**config.mk**
```make
export PLATFORM = sky130hd
export DESIGN_NAME = eprisc_bus_master
export DESIGN_NICKNAME = d
export VERILOG_FILES = /design/src/rtl/eprisc_bus_pkg.sv /design/src/rtl/eprisc_bus_clkgen.sv /design/src/rtl/eprisc_bus_master.sv
export SDC_FILE = /design/constraint.sdc
export NUM_CORES = 1
export LEC_CHECK = 0
export CORE_AREA = 3 3 130 132
export DETAILED_ROUTE_END_ITERATION = 10
export DIE_AREA = 0 0 133 135
export DONT_BUFFER_PORTS = 1
export PLACE_DENSITY = 0.55
export SLEW_MARGIN = 20
export SYNTH_ARGS = -nofsm -noshare
export SYNTH_HDL_FRONTEND = slang
export SYNTH_SLANG_ARGS = --single-unit
export TNS_END_PERCENT = 20
```
**constraint.sdc**
```tcl
create_clock -name iClk -period 6.35 [get_ports iClk]
set_clock_uncertainty 0.15 [all_clocks]
set_input_delay 0.635 -clock iClk [delete_from_list [all_inputs] [get_ports iClk]]
set_output_delay 0.635 -clock iClk [all_outputs]
set_load 0.05 [all_outputs]
```
**src/rtl/eprisc_bus_pkg.sv**
```systemverilog
// Shared definitions for the epRISC I/O controller byte bus.
// Holds the frame phase encoding (common with the controller), the idle and
// controller-reset addresses, the request word field positions, the master
// FSM state type and a phase-advance helper.
package eprisc_bus_pkg;

    localparam int unsigned PHASE_W = 3;
    localparam int unsigned WORD_W  = 32;
    localparam int unsigned ADDR_W  = 15;
    localparam int unsigned DATA_W  = 16;
    localparam int unsigned BYTE_W  = 8;

    // Frame phases, identical to the controller's encoding
    localparam logic [PHASE_W-1:0] PH_LOAD  = 3'd1;
    localparam logic [PHASE_W-1:0] PH_LOLO  = 3'd2;
    localparam logic [PHASE_W-1:0] PH_LO    = 3'd3;
    localparam logic [PHASE_W-1:0] PH_HI    = 3'd4;
    localparam logic [PHASE_W-1:0] PH_HIHI  = 3'd5;
    localparam logic [PHASE_W-1:0] PH_REG   = 3'd6;
    localparam logic [PHASE_W-1:0] PH_STORE = 3'd7;

    // Request word layout {write, addr, data}
    localparam int unsigned WR_BIT   = 31;
    localparam int unsigned ADDR_MSB = 30;
    localparam int unsigned ADDR_LSB = 16;
    localparam int unsigned DATA_MSB = 15;
    localparam int unsigned DATA_LSB = 0;

    // 0x7FFF is unmapped for reads (a write there resets the controller)
    localparam logic [ADDR_W-1:0] RESET_ADDR = 15'h7FFF;
    localparam logic [WORD_W-1:0] IDLE_WORD  = {1'b0, RESET_ADDR, 16'h0000};

    typedef enum logic {
        ST_HOLD,
        ST_RUN
    } bus_state_e;

    // Load -> LoLo -> ... -> Store -> Load
    function automatic logic [PHASE_W-1:0] next_phase(input logic [PHASE_W-1:0] ph);
        return (ph == PH_STORE) ? PH_LOAD : PHASE_W'(ph + 3'd1);
    endfunction

endpackage

```
**src/rtl/eprisc_bus_clkgen.sv**
```systemverilog
// Bus clock divider: toggles the bus clock every CLK_DIV iClk cycles.
// Ports: iClk, wInternalReset (async, active-high),
//        bus_clk_o (registered bus clock),
//        rise_o_c / fall_o_c (combinational strobes, high in the iClk cycle
//        whose closing edge makes the bus clock rise / fall).
module eprisc_bus_clkgen #(
    parameter int unsigned CLK_DIV = 2
) (
    input  logic iClk,
    input  logic wInternalReset,
    output logic bus_clk_o,
    output logic rise_o_c,
    output logic fall_o_c
);

    localparam int unsigned CNT_W = (CLK_DIV > 1) ? $clog2(CLK_DIV) : 1;

    logic [CNT_W-1:0] cnt_q, cnt_d;
    logic             clk_q, clk_d;
    logic             term_c;

    // Half-period counter and toggle
    always_comb begin
        term_c = (32'(cnt_q) == CLK_DIV - 32'd1);
        cnt_d  = term_c ? '0 : cnt_q + CNT_W'(1);
        clk_d  = term_c ? ~clk_q : clk_q;
    end

    always_ff @(posedge iClk or posedge wInternalReset) begin
        if (wInternalReset) begin
            cnt_q <= '0;
            clk_q <= 1'b0;
        end else begin
            cnt_q <= cnt_d;
            clk_q <= clk_d;
        end
    end

    assign bus_clk_o = clk_q;
    assign rise_o_c  = term_c & ~clk_q;
    assign fall_o_c  = term_c &  clk_q;

endmodule

```
**src/rtl/eprisc_bus_master.sv**
```systemverilog
// Host-side initiator for the epRISC I/O controller byte bus.
// Serializes {write, addr[14:0], data[15:0]} request words over a 7-phase
// frame on an 8-bit MOSI lane, collects 16-bit read data from MISO one frame
// later, and synchronizes the controller interrupt.
// Ports: iClk/wInternalReset; request side iReqValid/oReqReady/iReqWrite/
//        iReqAddr/iReqData; response side oRspValid/oRspAddr/oRspData;
//        oInterrupt; bus side oBusClock/oBusSelect/oBusMOSI/iBusMISO/
//        iBusInterrupt.
module eprisc_bus_master
    import eprisc_bus_pkg::*;
#(
    parameter int unsigned CLK_DIV  = 2,
    parameter logic [1:0]  SELECT   = 2'b01,
    parameter int unsigned RST_HOLD = 2
) (
    input  logic              iClk,
    input  logic              wInternalReset,
    input  logic              iReqValid,
    output logic              oReqReady,
    input  logic              iReqWrite,
    input  logic [ADDR_W-1:0] iReqAddr,
    input  logic [DATA_W-1:0] iReqData,
    output logic              oRspValid,
    output logic [ADDR_W-1:0] oRspAddr,
    output logic [DATA_W-1:0] oRspData,
    output logic              oInterrupt,
    output logic              oBusClock,
    output logic [1:0]        oBusSelect,
    output logic [BYTE_W-1:0] oBusMOSI,
    input  logic [BYTE_W-1:0] iBusMISO,
    input  logic              iBusInterrupt
);

    localparam int unsigned HOLD_W = (RST_HOLD > 1) ? $clog2(RST_HOLD) : 1;

    logic rise_c, fall_c;

    bus_state_e        state_q, state_d;
    logic [HOLD_W-1:0] hold_cnt_q, hold_cnt_d;
    logic [PHASE_W-1:0] phase_q, phase_d;
    logic [1:0]        sel_q, sel_d;
    logic [BYTE_W-1:0] mosi_q, mosi_d;
    logic [WORD_W-1:0] word_q, word_d;
    logic              cur_real_q, cur_real_d;
    logic              prev_read_q, prev_read_d;
    logic [ADDR_W-1:0] prev_addr_q, prev_addr_d;
    logic              pend_q, pend_d;
    logic [WORD_W-1:0] pend_word_q, pend_word_d;
    logic              rdy_q, rdy_d;
    logic [BYTE_W-1:0] rsp_lo_q, rsp_lo_d;
    logic              rsp_valid_q, rsp_valid_d;
    logic [ADDR_W-1:0] rsp_addr_q, rsp_addr_d;
    logic [DATA_W-1:0] rsp_data_q, rsp_data_d;
    logic              int_meta_q, int_q;

    eprisc_bus_clkgen #(
        .CLK_DIV(CLK_DIV)
    ) u_clkgen (
        .iClk          (iClk),
        .wInternalReset(wInternalReset),
        .bus_clk_o     (oBusClock),
        .rise_o_c      (rise_c),
        .fall_o_c      (fall_c)
    );

    // Startup hold, frame sequencing, MOSI/MISO handling and request slot
    always_comb begin
        state_d     = state_q;
        hold_cnt_d  = hold_cnt_q;
        phase_d     = phase_q;
        sel_d       = sel_q;
        mosi_d      = mosi_q;
        word_d      = word_q;
        cur_real_d  = cur_real_q;
        prev_read_d = prev_read_q;
        prev_addr_d = prev_addr_q;
        pend_d      = pend_q;
        pend_word_d = pend_word_q;
        rsp_lo_d    = rsp_lo_q;
        rsp_valid_d = 1'b0;
        rsp_addr_d  = rsp_addr_q;
        rsp_data_d  = rsp_data_q;

        case (state_q)
            ST_HOLD: begin
                // Select goes active on the fall that ends the last hold period
                if (fall_c) begin
                    if (32'(hold_cnt_q) + 32'd1 >= RST_HOLD) begin
                        state_d = ST_RUN;
                        sel_d   = SELECT;
                        phase_d = PH_LOAD;
                    end else begin
                        hold_cnt_d = hold_cnt_q + HOLD_W'(1);
                    end
                end
            end
            ST_RUN: begin
                if (rise_c) begin
                    phase_d = next_phase(phase_q);
                    mosi_d  = '0;
                    case (phase_d)
                        PH_LOLO: begin
                            // The outgoing frame becomes "previous": its read data arrives now
                            prev_read_d = cur_real_q & ~word_q[WR_BIT];
                            prev_addr_d = word_q[ADDR_MSB:ADDR_LSB];
                            word_d      = pend_q ? pend_word_q : IDLE_WORD;
                            cur_real_d  = pend_q;
                            pend_d      = 1'b0;
                            mosi_d      = word_d[7:0];
                        end
                        PH_LO:   mosi_d = word_q[15:8];
                        PH_HI:   mosi_d = word_q[23:16];
                        PH_HIHI: mosi_d = word_q[31:24];
                        default: mosi_d = '0;
                    endcase
                end
                if (fall_c) begin
                    if (phase_q == PH_LOLO) begin
                        rsp_lo_d = iBusMISO;
                    end
                    if (phase_q == PH_LO && prev_read_q) begin
                        rsp_valid_d = 1'b1;
                        rsp_addr_d  = prev_addr_q;
                        rsp_data_d  = {iBusMISO, rsp_lo_q};
                    end
                end
            end
        endcase

        // Slot can only accept while empty, so it never collides with a take
        if (iReqValid && !pend_q) begin
            pend_d                          = 1'b1;
            pend_word_d[WR_BIT]             = iReqWrite;
            pend_word_d[ADDR_MSB:ADDR_LSB]  = iReqAddr;
            pend_word_d[DATA_MSB:DATA_LSB]  = iReqWrite ? iReqData : '0;
        end
        rdy_d = ~pend_d;
    end

    always_ff @(posedge iClk or posedge wInternalReset) begin
        if (wInternalReset) begin
            state_q     <= ST_HOLD;
            hold_cnt_q  <= '0;
            phase_q     <= PH_LOAD;
            sel_q       <= 2'b00;
            mosi_q      <= '0;
            word_q      <= IDLE_WORD;
            cur_real_q  <= 1'b0;
            prev_read_q <= 1'b0;
            prev_addr_q <= '0;
            pend_q      <= 1'b0;
            pend_word_q <= '0;
            rdy_q       <= 1'b1;
            rsp_lo_q    <= '0;
            rsp_valid_q <= 1'b0;
            rsp_addr_q  <= '0;
            rsp_data_q  <= '0;
        end else begin
            state_q     <= state_d;
            hold_cnt_q  <= hold_cnt_d;
            phase_q     <= phase_d;
            sel_q       <= sel_d;
            mosi_q      <= mosi_d;
            word_q      <= word_d;
            cur_real_q  <= cur_real_d;
            prev_read_q <= prev_read_d;
            prev_addr_q <= prev_addr_d;
            pend_q      <= pend_d;
            pend_word_q <= pend_word_d;
            rdy_q       <= rdy_d;
            rsp_lo_q    <= rsp_lo_d;
            rsp_valid_q <= rsp_valid_d;
            rsp_addr_q  <= rsp_addr_d;
            rsp_data_q  <= rsp_data_d;
        end
    end

    // Two-flop interrupt synchronizer
    always_ff @(posedge iClk or posedge wInternalReset) begin
        if (wInternalReset) begin
            int_meta_q <= 1'b0;
            int_q      <= 1'b0;
        end else begin
            int_meta_q <= iBusInterrupt;
            int_q      <= int_meta_q;
        end
    end

    assign oReqReady  = rdy_q;
    assign oRspValid  = rsp_valid_q;
    assign oRspAddr   = rsp_addr_q;
    assign oRspData   = rsp_data_q;
    assign oInterrupt = int_q;
    assign oBusSelect = sel_q;
    assign oBusMOSI   = mosi_q;

endmodule

```
Word-level counts from Yosys, hierarchy flattened
Index checks and enable logic that the tools add are counted.
Word-level totals
  flip-flop bits (word level): 141
  input port bits: 44
  output and inout port bits: 45
  word-level logic and storage cells: 72
Operators by class
  $add $sub $neg: 4
  order comparisons: 1
  equal/unequal tests: 10
  multiplexer cells: 19
  bitwise gates (word level): 8
  reductions and logical operators: 10
Operators with widths (number)
  2-to-1 mux 32 bit: 1
  one-hot mux 8 bit (4 select lines): 1
  AND reduction 3 bit: 6
  2-to-1 mux 16 bit: 1
  equality test 3 x 2 -> 1 bit (second input constant): 4
  2-to-1 mux 3 bit: 4
  2-to-1 mux 1 bit: 11
  equality test 3 bit (second input constant): 3
  inequality test 2 bit (second input constant): 3
  one-hot mux 3 bit (2 select lines): 1
  inverter 1 bit: 5
  adder 3 x 1 -> 3 bit (second input constant): 1
  bitwise AND 1 bit: 3
  adder 1 bit (second input constant): 2
  adder 1 x 1 -> 2 bit (second input constant): 1
  >= comparator 2 bit (second input constant): 1
  logical AND 1 bit: 2
  AND reduction 2 bit: 1
  zero test 1 bit: 1

Logic depth before layout (Yosys ltp)
  word-level depth: 8
  gate-level depth with buffers: 9
  gate-level depth less buffers: 6

By module
Synthesis repeated with hierarchy kept, for this count alone.
Unflattened totals
  cell total of the unflattened synthesis: 533
  area, all modules: 5457.7 sq um
By module, submodules not included
  eprisc_bus_master: instances 1, cells an instance 526, area each 5375.2 sq um, sequential area each 3299.4 sq um
  eprisc_bus_clkgen: instances 1, cells an instance 7, area each 82.6 sq um, sequential area each 50.0 sq um

Worst setup path before layout
Ideal clock, no wire load.
  path kind: register to register
  start: reg phase_q[0]
  end: reg prev_read_q
  setup time: 0.125 ns
  data arrival time: 2.284 ns
  required time: 6.075 ns
  path slack: 3.791 ns
  cell stages (with the launch flop): 10
  buffers on the path: 3
  clock period less this slack: 2.559 ns
  cell sequence: dfstp_2 > clkbuf_1 > inv_1 > ha_1 > nand2b_2 > or3_1 > buf_6 > buf_6 > nand2_1 > o31ai_1
Between the ends
  longest elaborated chain between the ends: 4
  elaborated cells between the ends (all ways): 5
  those cells by class: 1 x add/sub; 2 x eq/ne; 1 x mux; 1 x reduce/logical
RTL lines
  start, declared: line eprisc_bus_master.sv:40  | logic [PHASE_W-1:0] phase_q, phase_d;
  start signal, assigned: line eprisc_bus_master.sv:161  | phase_q <= phase_d;
  adder 3 x 1 -> 3 bit or equality test 3 bit (tied branches): line eprisc_bus_pkg.sv:40  | return (ph == PH_STORE) ? PH_LOAD : PHASE_W'(ph + 3'd1);
  2-to-1 mux 3 bit *: line eprisc_bus_pkg.sv:40
  equality test 3 x 2 -> 1 bit *: line eprisc_bus_master.sv:101  | case (phase_d)
  AND reduction 3 bit (no line) *
  end signal, assigned: line eprisc_bus_master.sv:166  | prev_read_q <= prev_read_d;
  end, declared: line eprisc_bus_master.sv:45  | logic prev_read_q, prev_read_d;
Mark *: on every way between the ends. The rest lies on a longest branch, timed or not.
A chain may end at the register's enable or synchronous reset.

Final worst setup path
  start: reg phase_q[0]
  end: reg pend_q
Between the ends
  longest elaborated chain between the ends: 7
  elaborated cells between the ends (all ways): 8
  those cells by class: 1 x add/sub; 2 x eq/ne; 5 x mux
RTL lines
  adder 3 x 1 -> 3 bit or equality test 3 bit (tied branches): line eprisc_bus_pkg.sv:40
  2-to-1 mux 3 bit *: line eprisc_bus_pkg.sv:40
  equality test 3 x 2 -> 1 bit *: line eprisc_bus_master.sv:101
  2-to-1 mux 1 bit *: line eprisc_bus_master.sv:101
  2-to-1 mux 1 bit *: line eprisc_bus_master.sv:98  | if (rise_c) begin
  2-to-1 mux 1 bit *: line eprisc_bus_master.sv:84  | case (state_q)
  2-to-1 mux 1 bit *: line eprisc_bus_master.sv:131  | if (iReqValid && !pend_q) begin
  named net pend_d: line eprisc_bus_master.sv:47  | logic pend_q, pend_d;
  end signal, assigned: line eprisc_bus_master.sv:168  | pend_q <= pend_d;
  end, declared: line eprisc_bus_master.sv:47
Mark *: on every way through the listed nets, which the timed path passes. The rest lies on a longest branch.

==> impl_metrics.csv <==
group,metric,value,unit
routing,drt_wl_total,11900,um
logic_synthesis,synth-async-reset-ratio,1.00,
power_and_ir_drop,power-per-cell-area,366,mW/mm^2
run,maxCapViolCount,0,
logic_synthesis,yosysWarnings,0,
critical_path,arrival,3.27,ns
global_route,grt_pass1_vias,3573,
timing,slew_headroom,0.369,
cts,h-tree-depth,4,
critical_path,crit_path_max_fanout,26,
logic_synthesis,syn_area_per_cell,11.3,um^2
timing,tightest_slew,0.944,ns
critical_path,crit_slowest_cell,"nor3_4",
logic_synthesis,syn_inst,490,
die,die_x,133,um
timing,finalHoldViolCount,0,
cts,clkTransAtPathRegs,0.06,ns
power_and_ir_drop,p_leak,2.82,nW
global_route,grt_pass1_wl,19400,um
timing,worst_hold_slack,0.0964,ns
die,row_count,46,
timing,fmax,0.321,GHz
cts,cts-root-buf,"clkbuf_16",
cts,cts_resized,0,
global_route,antenna_found_initial,0,
die,die_h,135,um
timing,drv_slew,0,
timing,finalSetupViolCount,0,
logic_synthesis,synth_cell_type_count,40,
layout,area_growth,13.7,%
timing,period_needed,3.11,ns
layout,antenna_cells,0,
cts,cts_buffer_depth,2,
critical_path,crit_family,"simple AND/OR/NAND/NOR gates",
critical_path,end_kind,"flip-flop",
logic_synthesis,synth-edff-count,0,
global_route,track_usage,0.140,
critical_path,crit_chain,"inv_1 -> ha_1 -> nand2b_2 -> nor3_4 -> nand2_1 -> o21a_1",
power_and_ir_drop,max-vdd-ir-drop,0.200,mV
min_path,min_path_type,"in2reg",
routing,vias_per_cell,4.82,
cts,clk_latency,0.41,ns
timing,grt_setup_unrepaired,"false",
logic_synthesis,syn_nets,538,
layout,final_cell_mix,"nand2_1, dfrtp_1, mux2_2",
routing,drcViolationCount,0,
logic_synthesis,seq_area_frac_synth,0.603,
die,core,0.0158,mm^2
layout,num-nets-final,531,
placement,hpwl,8230,um
placement,port_buffers,0,
routing,drtIter0Drc,168,
logic_synthesis,netlist_area,0.00555,mm^2
cts,numCtsBuffers,17,
critical_path,crit_type,"reg2reg",
routing,wl_per_cell,16.7,um
routing,drt_first_pass_iters,6,
cts,clkSinkCount,133,
placement,place_congestion,0.822,
timing,min_period_over_period,0.490,
timing,setup_tns,0,ns
global_route,overflow,0,
critical_path,cp-start-kind,"flip-flop",
die,floorplan.initialDensity,0.351,
routing,dr_total_vias,3432,
layout,layout_commonest_cell,"nand2_1",
die,pin_count,89,
routing,ant_nets,0,
global_route,grt_max_degree,74,
critical_path,worst-path-buf-inv,1,
critical_path,worst_path_largest_cell_delay,0.76,ns
layout,drive_above_1_share,0.228,
logic_synthesis,ys.flop_type,"dfrtp_1",
outcome,status,"complete, no violations",
die,design.die.area,0.0180,mm^2
cts,post-cts-setup-buffer-count,0,
critical_path,cp.required,6.51,ns
logic_synthesis,synth-seq-cells,133,
cts,cts_tree,"yes",
cts,postCtsHoldBufs,0,
==> per-stage QoR <==
stage	total power, mW	setup slack, ns	instances	area, um^2	util
finish	2.31	3.24	712	6310	0.399
global route	2.41	3.01	712	6310	0.399
CTS	2.35	3.30	712	6310	0.399
detailed placement	1.26	3.29	680	5660	0.358
global placement	1.26	3.38	680	5660	0.358
floorplan	1.21	2.04	490	5550	-
==> worst register-to-register path, cell delays in order (launching register included) <==
cell and delay, ns:
dfstp_2 0.70, inv_1 0.20, ha_1 0.53, nand2b_2 0.33, nor3_4 0.76, nand2_1 0.20
o21a_1 0.15
==> cell usage after synthesis, types with 2 or more instances <==
cell,n,share of area
nand2_1,127,0.086
dfrtp_1,116,0.52
mux2_2,54,0.11
o21ai_0,22,0.020
nor2_1,20,0.014
o21ai_1,19,0.017
dfstp_2,17,0.080
a21oi_1,13,0.012
nand3_1,11,0.0099
buf_2,9,0.0081
a221oi_1,8,0.013
clkbuf_1,8,0.0054
nand4b_1,8,0.013
inv_1,7,0.0047
buf_4,6,0.0081
buf_6,6,0.012
nand2b_1,5,0.0056
ha_1,4,0.0090
nand4bb_1,4,0.0081
o2bb2ai_1,3,0.0047
a32o_1,2,0.0036
nor2b_1,2,0.0023
o21bai_1,2,0.0027
==> cell type report <==
cell class | instances | area, um^2
fill | 1523 | 9520
tap | 216 | 270
timing repair buffer | 3 | 22.5
clock buffer | 19 | 443
multi-input combinational | 320 | 1990
inverter | 8 | 32.5
clock inverter | 13 | 204
sequential | 133 | 3350
==> logic make-up after synthesis <==
| family | synth area share |
|---|---|
| xor gates and xnor gates | 0.00316 |
| AOI/OAI and AO/OA | 0.0778 |
| buffers and inverters | 0.0392 |
| adders and majority gates | 0.00902 |
| muxes | 0.112 |
| DFF | 0.603 |
| and+or+nand+nor | 0.155 |
| other | 0.000675 |
==> layer usage <==
layer | GRT usage | vias to the layer above | share of wire
li1 | - | 1648 | -
met1 | 0.180 | 1666 | 0.46
met2 | 0.216 | 100 | 0.46
met3 | 0.0484 | 18 | 0.062
met4 | 0.0572 | 0 | 0.017
met5 | 0 | - | 0
==> sequential cells by signal, summed over array words and instances, names as in the netlist, 3 cells and up <==
name / cells
word_q: 24
phase_q: 3
oRspAddr: 15
oBusMOSI: 8
oRspData: 16
rsp_lo_q: 8
prev_addr_q: 15
pend_word_q: 32
==> worst paths after layout <==
check / start / endpoint / cells after the start / slack [ns]
worst max-delay path: phase_q[0]$_DFFE_PP1P_ / pend_q$_DFF_PP0_ / 6 / 3.24
worst max register to register: phase_q[0]$_DFFE_PP1P_ / pend_q$_DFF_PP0_ / 6 / 3.24
worst min register to register: int_meta_q$_DFF_PP0_ / oInterrupt$_DFF_PP0_ / 0 / 0.21
min in group asynchronous: wInternalReset / oInterrupt$_DFF_PP0_ / 1 / 0.12
max in group asynchronous: wInternalReset / state_q$_DFF_PP0_ / 2 / 4.55
worst min-delay path: iBusInterrupt / int_meta_q$_DFF_PP0_ / 0 / 0.1
==> report_power, final <==
group          internal, mW  total (mW)  switching [mW]
combinational        0.0568       0.116          0.0593
sequential            0.950        1.12           0.174
clock                 0.706        1.07           0.363
total                  1.71        2.31           0.597
Power figures use the tool's default switching activity.
